`config.mk`:
```
export PLATFORM = sky130hd
export DESIGN_NAME = fiber_value_store
export DESIGN_NICKNAME = d
export VERILOG_FILES = /design/src/rtl/fiber_pkg.sv /design/src/rtl/fiber_out_fifo.sv /design/src/rtl/fiber_value_store.sv
export SDC_FILE = /design/constraint.sdc
export NUM_CORES = 1
export LEC_CHECK = 0
export CORE_MARGIN = 10
export CORE_UTILIZATION = 30
export DETAILED_ROUTE_END_ITERATION = 8
export SLEW_MARGIN = 20
export SYNTH_ARGS = -nofsm -noshare
export SYNTH_HDL_FRONTEND = slang
export SYNTH_SLANG_ARGS = --single-unit
```
`constraint.sdc`:
```
create_clock -name clk -period 4.3 [get_ports clk]
set_clock_uncertainty 0.2 [all_clocks]
set_input_delay 0.43 -clock clk [delete_from_list [all_inputs] [get_ports clk]]
set_output_delay 0.43 -clock clk [all_outputs]
set_load 0.01 [all_outputs]
```
`src/rtl/fiber_pkg.sv`:
```
// Shared types and constants for the single-fiber value store.
// Token format: bit DATA_W is the control flag, the low DATA_W bits carry value/position.
package fiber_pkg;

  localparam int DATA_W  = 16;
  localparam int MEM_W   = 64;
  localparam int ADDR_W  = 9;
  localparam int LANES   = MEM_W / DATA_W;
  localparam int TOKEN_W = DATA_W + 1;
  localparam int CAP     = (1 << ADDR_W) * LANES;
  localparam int CNT_W   = ADDR_W + 3;

  localparam logic [TOKEN_W-1:0] DONE_TOKEN = 17'h10100;

  typedef enum logic {
    WRITE = 1'b0,
    READ  = 1'b1
  } state_t;

  function automatic logic is_ctrl(input logic [TOKEN_W-1:0] tok);
    return tok[TOKEN_W-1];
  endfunction

  function automatic logic is_done(input logic [TOKEN_W-1:0] tok);
    return (tok == DONE_TOKEN);
  endfunction

  function automatic logic [DATA_W-1:0] lane_of(input logic [MEM_W-1:0] word,
                                                input logic [1:0]       lane);
    logic [DATA_W-1:0] v;
    case (lane)
      2'd0:    v = word[0*DATA_W +: DATA_W];
      2'd1:    v = word[1*DATA_W +: DATA_W];
      2'd2:    v = word[2*DATA_W +: DATA_W];
      default: v = word[3*DATA_W +: DATA_W];
    endcase
    return v;
  endfunction

endpackage

```
`src/rtl/fiber_out_fifo.sv`:
```
// Two-entry token FIFO feeding rd_val; push/pop are honoured only while clk_en is high.
module fiber_out_fifo
  import fiber_pkg::*;
(
  input  logic               clk,
  input  logic               flush,
  input  logic               clk_en,
  input  logic               push,
  input  logic [TOKEN_W-1:0] push_data,
  input  logic               pop,
  output logic [TOKEN_W-1:0] head_data,
  output logic [1:0]         count
);

  logic [TOKEN_W-1:0] entry_q [2];
  logic [TOKEN_W-1:0] entry_d [2];
  logic               rd_ptr_q, rd_ptr_d;
  logic               wr_ptr_q, wr_ptr_d;
  logic [1:0]         count_q, count_d;
  logic               do_push, do_pop;

  always_comb begin
    entry_d  = entry_q;
    rd_ptr_d = rd_ptr_q;
    wr_ptr_d = wr_ptr_q;
    do_pop   = clk_en & pop & (count_q != 2'd0);
    do_push  = clk_en & push & ((count_q != 2'd2) | do_pop);
    if (do_push) begin
      entry_d[wr_ptr_q] = push_data;
      wr_ptr_d          = ~wr_ptr_q;
    end else begin
      wr_ptr_d = wr_ptr_q;
    end
    if (do_pop) begin
      rd_ptr_d = ~rd_ptr_q;
    end else begin
      rd_ptr_d = rd_ptr_q;
    end
    count_d = count_q + {1'b0, do_push} - {1'b0, do_pop};
  end

  always_ff @(posedge clk) begin
    if (flush) begin
      entry_q[0] <= '0;
      entry_q[1] <= '0;
      rd_ptr_q   <= 1'b0;
      wr_ptr_q   <= 1'b0;
      count_q    <= 2'd0;
    end else if (clk_en) begin
      entry_q    <= entry_d;
      rd_ptr_q   <= rd_ptr_d;
      wr_ptr_q   <= wr_ptr_d;
      count_q    <= count_d;
    end
  end

  assign head_data = entry_q[rd_ptr_q];
  assign count     = count_q;

endmodule

```
`src/rtl/fiber_value_store.sv`:
```
// Single-fiber value buffer: packs a value stream into a 64-bit SRAM, then serves position lookups.
// Optional macro FIBER_PERF_CNT_EN adds wr_cycles/rd_cycles performance counters.
module fiber_value_store
  import fiber_pkg::*;
(
  input  logic               clk,
  input  logic               flush,
  input  logic               clk_en,
  input  logic               tile_en,
  input  logic [TOKEN_W-1:0] wr_data,
  input  logic               wr_valid,
  output logic               wr_ready,
  input  logic [TOKEN_W-1:0] rd_pos,
  input  logic               rd_pos_valid,
  output logic               rd_pos_ready,
  output logic [TOKEN_W-1:0] rd_val,
  output logic               rd_val_valid,
  input  logic               rd_val_ready,
  output logic [ADDR_W-1:0]  addr_to_mem,
  output logic [MEM_W-1:0]   data_to_mem,
  output logic               wen_to_mem,
  output logic               ren_to_mem,
  input  logic [MEM_W-1:0]   data_from_mem
`ifdef FIBER_PERF_CNT_EN
  ,
  output logic [31:0]        wr_cycles,
  output logic [31:0]        rd_cycles
`endif
);

  state_t                      state_q, state_d;
  logic [CNT_W-1:0]            wr_cnt_q, wr_cnt_d;
  logic [CNT_W-1:0]            len_q, len_d;
  logic [(LANES-1)*DATA_W-1:0] pack_q, pack_d;
  logic                        s1_valid_q, s1_valid_d;
  logic                        s1_mem_q, s1_mem_d;
  logic [1:0]                  s1_lane_q, s1_lane_d;
  logic [TOKEN_W-1:0]          s1_tok_q, s1_tok_d;

  logic                        wr_fire_s, rd_fire_s, pop_s, push_s;
  logic [TOKEN_W-1:0]          push_data_s, head_s;
  logic [1:0]                  fifo_count_s;
  logic [2:0]                  occupancy_s;
  logic                        mem_wen_s, mem_ren_s;
  logic [ADDR_W-1:0]           mem_addr_s;
  logic [MEM_W-1:0]            mem_wdata_s;

  assign wr_ready     = (state_q == WRITE) & tile_en;
  assign wr_fire_s    = wr_valid & wr_ready & clk_en;
  assign rd_val_valid = (fifo_count_s != 2'd0) & tile_en;
  assign pop_s        = rd_val_valid & rd_val_ready & clk_en;
  // Accept only if the FIFO can still absorb what stage-1 will hand it next cycle.
  assign occupancy_s  = {1'b0, fifo_count_s} + {2'b00, s1_valid_q} - {2'b00, pop_s};
  assign rd_pos_ready = (state_q == READ) & tile_en & clk_en & (occupancy_s <= 3'd1);
  assign rd_fire_s    = rd_pos_valid & rd_pos_ready;
  assign push_s       = s1_valid_q;
  assign push_data_s  = s1_mem_q ? {1'b0, lane_of(data_from_mem, s1_lane_q)} : s1_tok_q;
  assign rd_val       = head_s;

  // Next-state logic for the write packer, read stage-1 and the WRITE/READ FSM.
  always_comb begin
    state_d     = state_q;
    wr_cnt_d    = wr_cnt_q;
    len_d       = len_q;
    pack_d      = pack_q;
    s1_valid_d  = rd_fire_s;
    s1_mem_d    = s1_mem_q;
    s1_lane_d   = s1_lane_q;
    s1_tok_d    = s1_tok_q;
    mem_wen_s   = 1'b0;
    mem_ren_s   = 1'b0;
    mem_addr_s  = '0;
    mem_wdata_s = '0;

    if (wr_fire_s) begin
      if (!is_ctrl(wr_data)) begin
        if (wr_cnt_q < CNT_W'(CAP)) begin
          wr_cnt_d = wr_cnt_q + CNT_W'(1);
          case (wr_cnt_q[1:0])
            2'd0: pack_d[0*DATA_W +: DATA_W] = wr_data[DATA_W-1:0];
            2'd1: pack_d[1*DATA_W +: DATA_W] = wr_data[DATA_W-1:0];
            2'd2: pack_d[2*DATA_W +: DATA_W] = wr_data[DATA_W-1:0];
            default: begin
              mem_wen_s   = 1'b1;
              mem_addr_s  = wr_cnt_q[ADDR_W+1:2];
              mem_wdata_s = {wr_data[DATA_W-1:0], pack_q};
              pack_d      = '0;
            end
          endcase
        end else begin
          wr_cnt_d = wr_cnt_q;
        end
      end else if (is_done(wr_data)) begin
        // Lanes not yet filled are already zero: pack is cleared after every flushed word.
        if (wr_cnt_q[1:0] != 2'd0) begin
          mem_wen_s   = 1'b1;
          mem_addr_s  = wr_cnt_q[ADDR_W+1:2];
          mem_wdata_s = {{DATA_W{1'b0}}, pack_q};
        end else begin
          mem_wen_s   = 1'b0;
        end
        len_d   = wr_cnt_q;
        pack_d  = '0;
        state_d = READ;
      end else begin
        pack_d = pack_q;
      end
    end else begin
      pack_d = pack_q;
    end

    if (rd_fire_s) begin
      if (!is_ctrl(rd_pos)) begin
        s1_tok_d  = '0;
        s1_lane_d = rd_pos[1:0];
        if (rd_pos[DATA_W-1:0] < {{(DATA_W-CNT_W){1'b0}}, len_q}) begin
          mem_ren_s  = 1'b1;
          mem_addr_s = rd_pos[ADDR_W+1:2];
          s1_mem_d   = 1'b1;
        end else begin
          s1_mem_d   = 1'b0;
        end
      end else begin
        s1_mem_d = 1'b0;
        s1_tok_d = rd_pos;
        if (is_done(rd_pos)) begin
          state_d  = WRITE;
          wr_cnt_d = '0;
          len_d    = '0;
        end else begin
          state_d  = state_q;
        end
      end
    end else begin
      s1_mem_d = s1_mem_q;
    end
  end

  // State registers; flush returns to an empty WRITE state, clk_en low freezes everything.
  always_ff @(posedge clk) begin
    if (flush) begin
      state_q    <= WRITE;
      wr_cnt_q   <= '0;
      len_q      <= '0;
      pack_q     <= '0;
      s1_valid_q <= 1'b0;
      s1_mem_q   <= 1'b0;
      s1_lane_q  <= 2'd0;
      s1_tok_q   <= '0;
    end else if (clk_en) begin
      state_q    <= state_d;
      wr_cnt_q   <= wr_cnt_d;
      len_q      <= len_d;
      pack_q     <= pack_d;
      s1_valid_q <= s1_valid_d;
      s1_mem_q   <= s1_mem_d;
      s1_lane_q  <= s1_lane_d;
      s1_tok_q   <= s1_tok_d;
    end
  end

  assign addr_to_mem = mem_addr_s;
  assign data_to_mem = mem_wdata_s;
  assign wen_to_mem  = mem_wen_s & tile_en;
  assign ren_to_mem  = mem_ren_s & tile_en;

  fiber_out_fifo u_out_fifo (
    .clk       (clk),
    .flush     (flush),
    .clk_en    (clk_en),
    .push      (push_s),
    .push_data (push_data_s),
    .pop       (pop_s),
    .head_data (head_s),
    .count     (fifo_count_s)
  );

`ifdef FIBER_PERF_CNT_EN
  logic [31:0] wr_cycles_q, wr_cycles_d;
  logic [31:0] rd_cycles_q, rd_cycles_d;
  logic        wr_active_q, wr_active_d;
  logic        rd_pending_q, rd_pending_d;

  // wr_active marks an in-progress write fiber; rd_pending covers DONE still travelling to rd_val.
  always_comb begin
    wr_cycles_d  = wr_cycles_q;
    rd_cycles_d  = rd_cycles_q;
    wr_active_d  = wr_active_q;
    rd_pending_d = rd_pending_q;
    if ((state_q == WRITE) && (wr_active_q || wr_valid)) begin
      wr_cycles_d = wr_cycles_q + 32'd1;
      wr_active_d = !(wr_fire_s && is_done(wr_data));
    end else begin
      wr_active_d = wr_active_q;
    end
    if ((state_q == READ) || rd_pending_q) begin
      rd_cycles_d = rd_cycles_q + 32'd1;
    end else begin
      rd_cycles_d = rd_cycles_q;
    end
    if (rd_fire_s && is_done(rd_pos)) begin
      rd_pending_d = 1'b1;
    end else if (pop_s && is_done(head_s)) begin
      rd_pending_d = 1'b0;
    end else begin
      rd_pending_d = rd_pending_q;
    end
  end

  // Performance counter registers.
  always_ff @(posedge clk) begin
    if (flush) begin
      wr_cycles_q  <= 32'd0;
      rd_cycles_q  <= 32'd0;
      wr_active_q  <= 1'b0;
      rd_pending_q <= 1'b0;
    end else if (clk_en) begin
      wr_cycles_q  <= wr_cycles_d;
      rd_cycles_q  <= rd_cycles_d;
      wr_active_q  <= wr_active_d;
      rd_pending_q <= rd_pending_d;
    end
  end

  assign wr_cycles = wr_cycles_q;
  assign rd_cycles = rd_cycles_q;
`endif

endmodule

```
; Word-level counts from Yosys, hierarchy flattened
; Cells that the tools add are included.
[totals]
ff_bits = 132
inputBits = 105
output_inout_bits = 95
[op_classes]
add_sub_neg = 5
n_lt_le_gt_ge = 6
eq_ne = 12
mux = 57
n_bitwise = 23
reduce_logical = 18
[ops]
columns = operator, n
row1 = $mux 64, 4
row2 = $mux 48, 5
row3 = $mux 12, 12
row4 = $mux 17, 6
row5 = $pmux 16 s2, 3
row6 = $mux 9, 9
row7 = $pmux 16 s3, 1
row8 = $bwmux 34, 1
row9 = $eq 17x17->1 const B, 2
row10 = $demux 17 s1, 1
row11 = $and 1x1->1, 16
row12 = $lt 16x12->1, 1
row13 = $mux 1, 15
row14 = $reduce_and 5->1, 3
row15 = $add 12x1->12 const B, 1
row16 = $lt 12x12->1 const B, 1
row17 = $ne 2x1->1 const B, 4
row18 = $reduce_and 2->1, 4
row19 = $reduce_bool 2->1, 3
row20 = $reduce_or 2->1, 3
row21 = $eq 2x1->1 const B, 2
row22 = $eq 2x2->1 const B, 2
row23 = $ge 2x2->1 const B, 2
row24 = $logic_not 2->1, 2
row25 = 14 further kinds, 18

; Longest topological paths before layout
[logic_depth]
ltp_word = 10
mapped_depth = 14
ltp_nobuf = 13

; Cells and area by module
; Synthesis repeated with hierarchy kept, for this count alone.
[hier_totals]
hier_cells = 708
area_unflattened_um2 = 6832.8
[modules_own_cells]
columns = module, instances, cells_each, area_each_um2
row1 = fiber_value_store, 1, 513, 4983.5
row2 = fiber_out_fifo, 1, 195, 1849.3

; Worst setup path after synthesis
; OpenSTA, ideal clock, no wires.
[synth_path]
path_kind = input port to output port
startpoint = in clk_en
endpoint = out addr_to_mem[0]
t_arrival_ns = 2.870
t_required_ns = 3.670
slack_ns = 0.800
stages = 14
cell_sequence = clkbuf_1 and3_1 ha_1 inv_1 ha_1 inv_1 fa_1 and4_1 and3_1 buf_2 o2111ai_1 a21o_1 inv_2 a22o_1
[synth_between]
elab_chain_cells = 6
word_cells_on_any_way = 11
classes_between = 1 x add/sub / 1 x order compare / 4 x mux / 5 x bitwise
[synth_rtl]
columns = item, line
row1 = from (decl), fiber_value_store.sv:8  ; input logic clk_en,
row2 = $and 1x1->1, fiber_value_store.sv:51  ; assign pop_s = rd_val_valid & rd_val_ready & clk_en;
row3 = $sub 3x1->3, fiber_value_store.sv:53  ; assign occupancy_s = {1'b0, fifo_count_s} + {2'b00, s1_valid_q} - {2'b00, pop_s};
row4 = $le 3x1->1, fiber_value_store.sv:54  ; assign rd_pos_ready = (state_q == READ) & tile_en & clk_en & (occupancy_s <= 3'd1);
row5 = $and 1x1->1, fiber_value_store.sv:54
row6 = $and 1x1->1, fiber_value_store.sv:55  ; assign rd_fire_s = rd_pos_valid & rd_pos_ready;
row7 = $mux 9 *, fiber_value_store.sv:112  ; if (rd_fire_s) begin
row8 = to (decl), fiber_value_store.sv:19  ; output logic [ADDR_W-1:0] addr_to_mem,
; Every way passes the cells marked *; elsewhere a longest branch is shown, timed or not.

; Final worst setup path
[layout_path]
startpoint = in tile_en
endpoint = out addr_to_mem[6]
[layout_between]
elab_chain_cells = 8
word_cells_on_any_way = 16
classes_between = 1 x add/sub / 1 x order compare / 4 x mux / 10 x bitwise
[layout_rtl]
columns = item, line
row1 = from (decl), fiber_value_store.sv:9  ; input logic tile_en,
row2 = $and 1x1->1, fiber_value_store.sv:50  ; assign rd_val_valid = (fifo_count_s != 2'd0) & tile_en;
row3 = $and 1x1->1 (2 in series), fiber_value_store.sv:51
row4 = $sub 3x1->3, fiber_value_store.sv:53
row5 = $le 3x1->1, fiber_value_store.sv:54
row6 = $and 1x1->1, fiber_value_store.sv:54
row7 = $and 1x1->1, fiber_value_store.sv:55
row8 = $mux 9 *, fiber_value_store.sv:112
; Marked as above.

==> results.cfg <==
[worst_setup_path]
r2r_slack_ns = 1.12
startpoint_type = primary input
crit_type = in2out
worstPathRequired_ns = 3.67
critical_path.max_stage_delay_ns = 0.49
cp_max_fo = 7
r2r_end = wr_cnt_q[6]
cp_slowest_cell = clkdlybuf4s50_1
rr_startpoint = u_out_fifo.count[0]
crit_chain = clkdlybuf4s50_1 -> o21a_1 -> and3_1 -> ha_1 -> inv_1 -> ha_1 -> inv_1 -> fa_1 -> and4_1 -> and3_4 -> o2111ai_1 -> a21o_1 -> inv_4 -> buf_4 -> a22o_1 -> clkdlybuf4s15_1
cp.arrival_ns = 3.50
cp-end-kind = primary output
rr_worst_depth = 13

[grt]
grt_pass1_wl_mm = 35.3
grt.busiest_layer = met2
grt_use_met2_pct = 26.1
met1_usage_pct = 19.6
overflow = 0
grt_pass1_vias = 5873
grt_max_degree = 64
antenna_found_initial = 0
grt_usage_pct = 15.6
globalRouteMet3Util_pct = 3.24

[yosys]
async_reset_ff_share_pct = 0
syn_inst = 703
yosys_warnings = 0
syn-cell-area_mm2 = 0.00658
yosysUniqueCellTypes = 52
synth_fp_nets = 829
ys_ff_latch = 132
syn_avg_cell_area_um2 = 9.36
synth_edf_count = 0
synth-seq-area-share_pct = 40.2
ys.flop_type = dfxtp_1

[run_status]
status = completed

[clock_network]
cts_tree = done
cts_root_buf = clkbuf_16
clkTransAtPathRegs_ns = 0.05
numCtsBuffers = 17
cts_buffer_depth = 2
hold_buffers = 0
worstSkewPairLatency_ns = 0.42
cts_sinks = 132
htree_levels = 4

[final_layout]
fin_util_pct = 43.8
multi_input_area_mm2 = 0.00363
drive_gt1_share_pct = 14.4
ff_latch_area_mm2 = 0.00264
nNetsFinal = 1022
syn_to_final_growth_pct = 44.4
fillCellCount = 2096
diodes = 0

[sta]
worst_slew_pin_slew_ns = 1.03
finalSetupViolations = 0
period_needed_ns = 4.13
fmaxAchievable_mhz = 242
hold_ws_ns = 0.248
rsz0062_at_grt = true
slew_violations = 0
finalCritPeriodShare_pct = 96.0
finalHoldViolations = 0
slew-limit-headroom_pct = 31.3

[power_and_ir_drop]
p_per_area_mw_per_mm2 = 308
leakage_nw = 3.58
ir_drop_mv = 0.241

[route]
wire_per_inst_um = 19.2
drt_iter0_drc = 352
postRouteAntennaNets = 0
drc = 0
wl_mm = 22.8
drt_pass1_iterations = 5
num_vias = 5949
vias_per_cell = 5.00

[die]
die-height_um = 168
dieArea_mm2 = 0.0283
num_rows = 54
pin_count = 200
initial_core_util_pct = 30.3
die_w_um = 168
core_area_mm2 = 0.0217

[hold_path]
hold_path_class = reg2reg
min_from = s1_tok_q[16]
hold_end = s1_tok_q[16]
min_path_cells = 2

[job]
drv_cap = 0

[placement]
dp_hpwl_mm = 16.7
gp_routability_congestion = 0.763
port_buffers = 199
where the power goes:
group / switching, mW / internal [mW] / leakage, nW
combinational: 0.0968 / 0.116 / 2.23
sequential: 0.00128 / 1.22 / 1.06
clock: 0.572 / 0.915 / 0.286
total: 0.670 / 2.25 / 3.58
cell usage in the layout, fill, tap and decap left out, types with 3 or more instances in the layout:
cell	instances
o21a_1	3
ha_1	20
nor2_1	99
mux4_2	16
mux2_2	33
a21oi_1	27
clkbuf_16	17
a32o_1	48
and3_1	21
nand2b_1	4
clkbuf_2	6
and4_1	4
o21ai_0	3
xnor2_1	4
buf_4	28
a22o_1	9
clkdlybuf4s50_1	188
nor3_1	35
mux2i_1	15
xor2_1	8
nand4_1	4
dfxtp_1	132
nand3_1	21
nor4_1	4
nor2b_1	3
and2_1	50
clkinvlp_4	4
bufinv_16	3
inv_1	20
nand2_1	36
clkinv_4	4
cell families after synthesis:
| logic type | count (synthesis) | synth area share [%] |
|---|---|---|
| xor+xnor | 12 | 1.60 |
| buf+inv | 75 | 4.94 |
| compound gates | 106 | 13.5 |
| mux | 64 | 13.4 |
| fa+ha+maj | 21 | 4.11 |
| flops | 132 | 40.2 |
| simple gates | 293 | 22.3 |
cell usage after synthesis, types with 2 or more instances:
master	number	area (um^2)
a21o_1	2	15.0
a21oi_1	27	135
a22o_1	9	78.8
a32o_1	48	480
and2_1	50	313
and3_1	22	138
and4_1	4	35.0
buf_1	2	7.51
buf_2	12	60.1
buf_4	5	37.5
clkbuf_1	32	120
clkbuf_2	2	10.0
dfxtp_1	132	2640
ha_1	20	250
inv_1	20	75.1
mux2_2	33	372
mux2i_1	15	150
mux4_2	16	360
nand2_1	36	135
nand2b_1	4	25.0
nand3_1	21	105
nand4_1	4	25.0
nand4b_2	2	30.0
nor2_1	100	375
nor2b_1	3	18.8
nor3_1	36	180
nor4_1	4	25.0
nor4b_1	2	17.5
o211a_4	2	35.0
o21a_1	3	22.5
o21ai_0	3	15.0
o21ai_1	2	10.0
xnor2_1	4	35.0
xor2_1	8	70.1
critical path: cells and delay by family:
kind,cells,cell delay (ns)
compound gates,4,0.64
fa+ha+maj,3,0.82
simple gates,3,0.57
buf+inv,6,1.05
flip-flops by register name (all words and copies together), names as in the netlist:
| signal | cells |
|---|---|
| pack_q | 48 |
| wr_cnt_q | 12 |
| s1_lane_q | 2 |
| push_s | 1 |
| u_out_fifo.count | 2 |
| u_out_fifo.wr_ptr_q | 1 |
| s1_mem_q | 1 |
| len_q | 12 |
| s1_tok_q | 17 |
| u_out_fifo.entry_q | 34 |
| state_q | 1 |
| u_out_fifo.rd_ptr_q | 1 |
metrics by stage:
step	TNS (ns)	setup slack [ns]	std cells	power, mW	cell area [um^2]
3_5_place_dp	-1.11	-0.133	1152	1.47	8880
5_1_grt	-0.0727	-0.0433	1189	3.04	9500
6_report	0	0.172	1189	2.93	9500
3_3_place_gp	-0.681	-0.0836	1152	1.46	8880
2_1_floorplan	0	0.800	703	1.32	6580
4_1_cts	0	0.00742	1187	2.96	9510
timing repair:
item	4_1_cts	5_1_grt
setup buffers	3	2
pin swaps	0	0
gates resized for setup	11	15
endpoints found under the setup margin	10	4
endpoints found under the hold margin	0	0
area by class of cell:
class	instances	area share [%]
inverters	21	0.856
flip-flops and latches	132	27.8
repair buffers	228	23.0
clock buffers	17	4.48
multi-input cells	496	38.2
well taps	280	3.69
clock inverters	15	1.92
metal layers:
| layer | part of all wire, % | up-vias |
|---|---|---|
| met2 | 50 | 127 |
| met1 | 45 | 2885 |
| met5 | 0 | - |
| met3 | 3.6 | 23 |
| met4 | 1.5 | 0 |
| li1 | - | 2914 |
worst max-delay path by stage:
stage	from	end	depth (start not counted)
4_1_cts	tile_en	ren_to_mem	15
3_5_place_dp	tile_en	addr_to_mem[2]	15
2_1_floorplan	clk_en	addr_to_mem[0]	14
6_report	tile_en	addr_to_mem[6]	16
3_3_place_gp	tile_en	addr_to_mem[0]	15
5_1_grt	tile_en	addr_to_mem[6]	16
No activity file was read; power rests on OpenSTA's default activity.
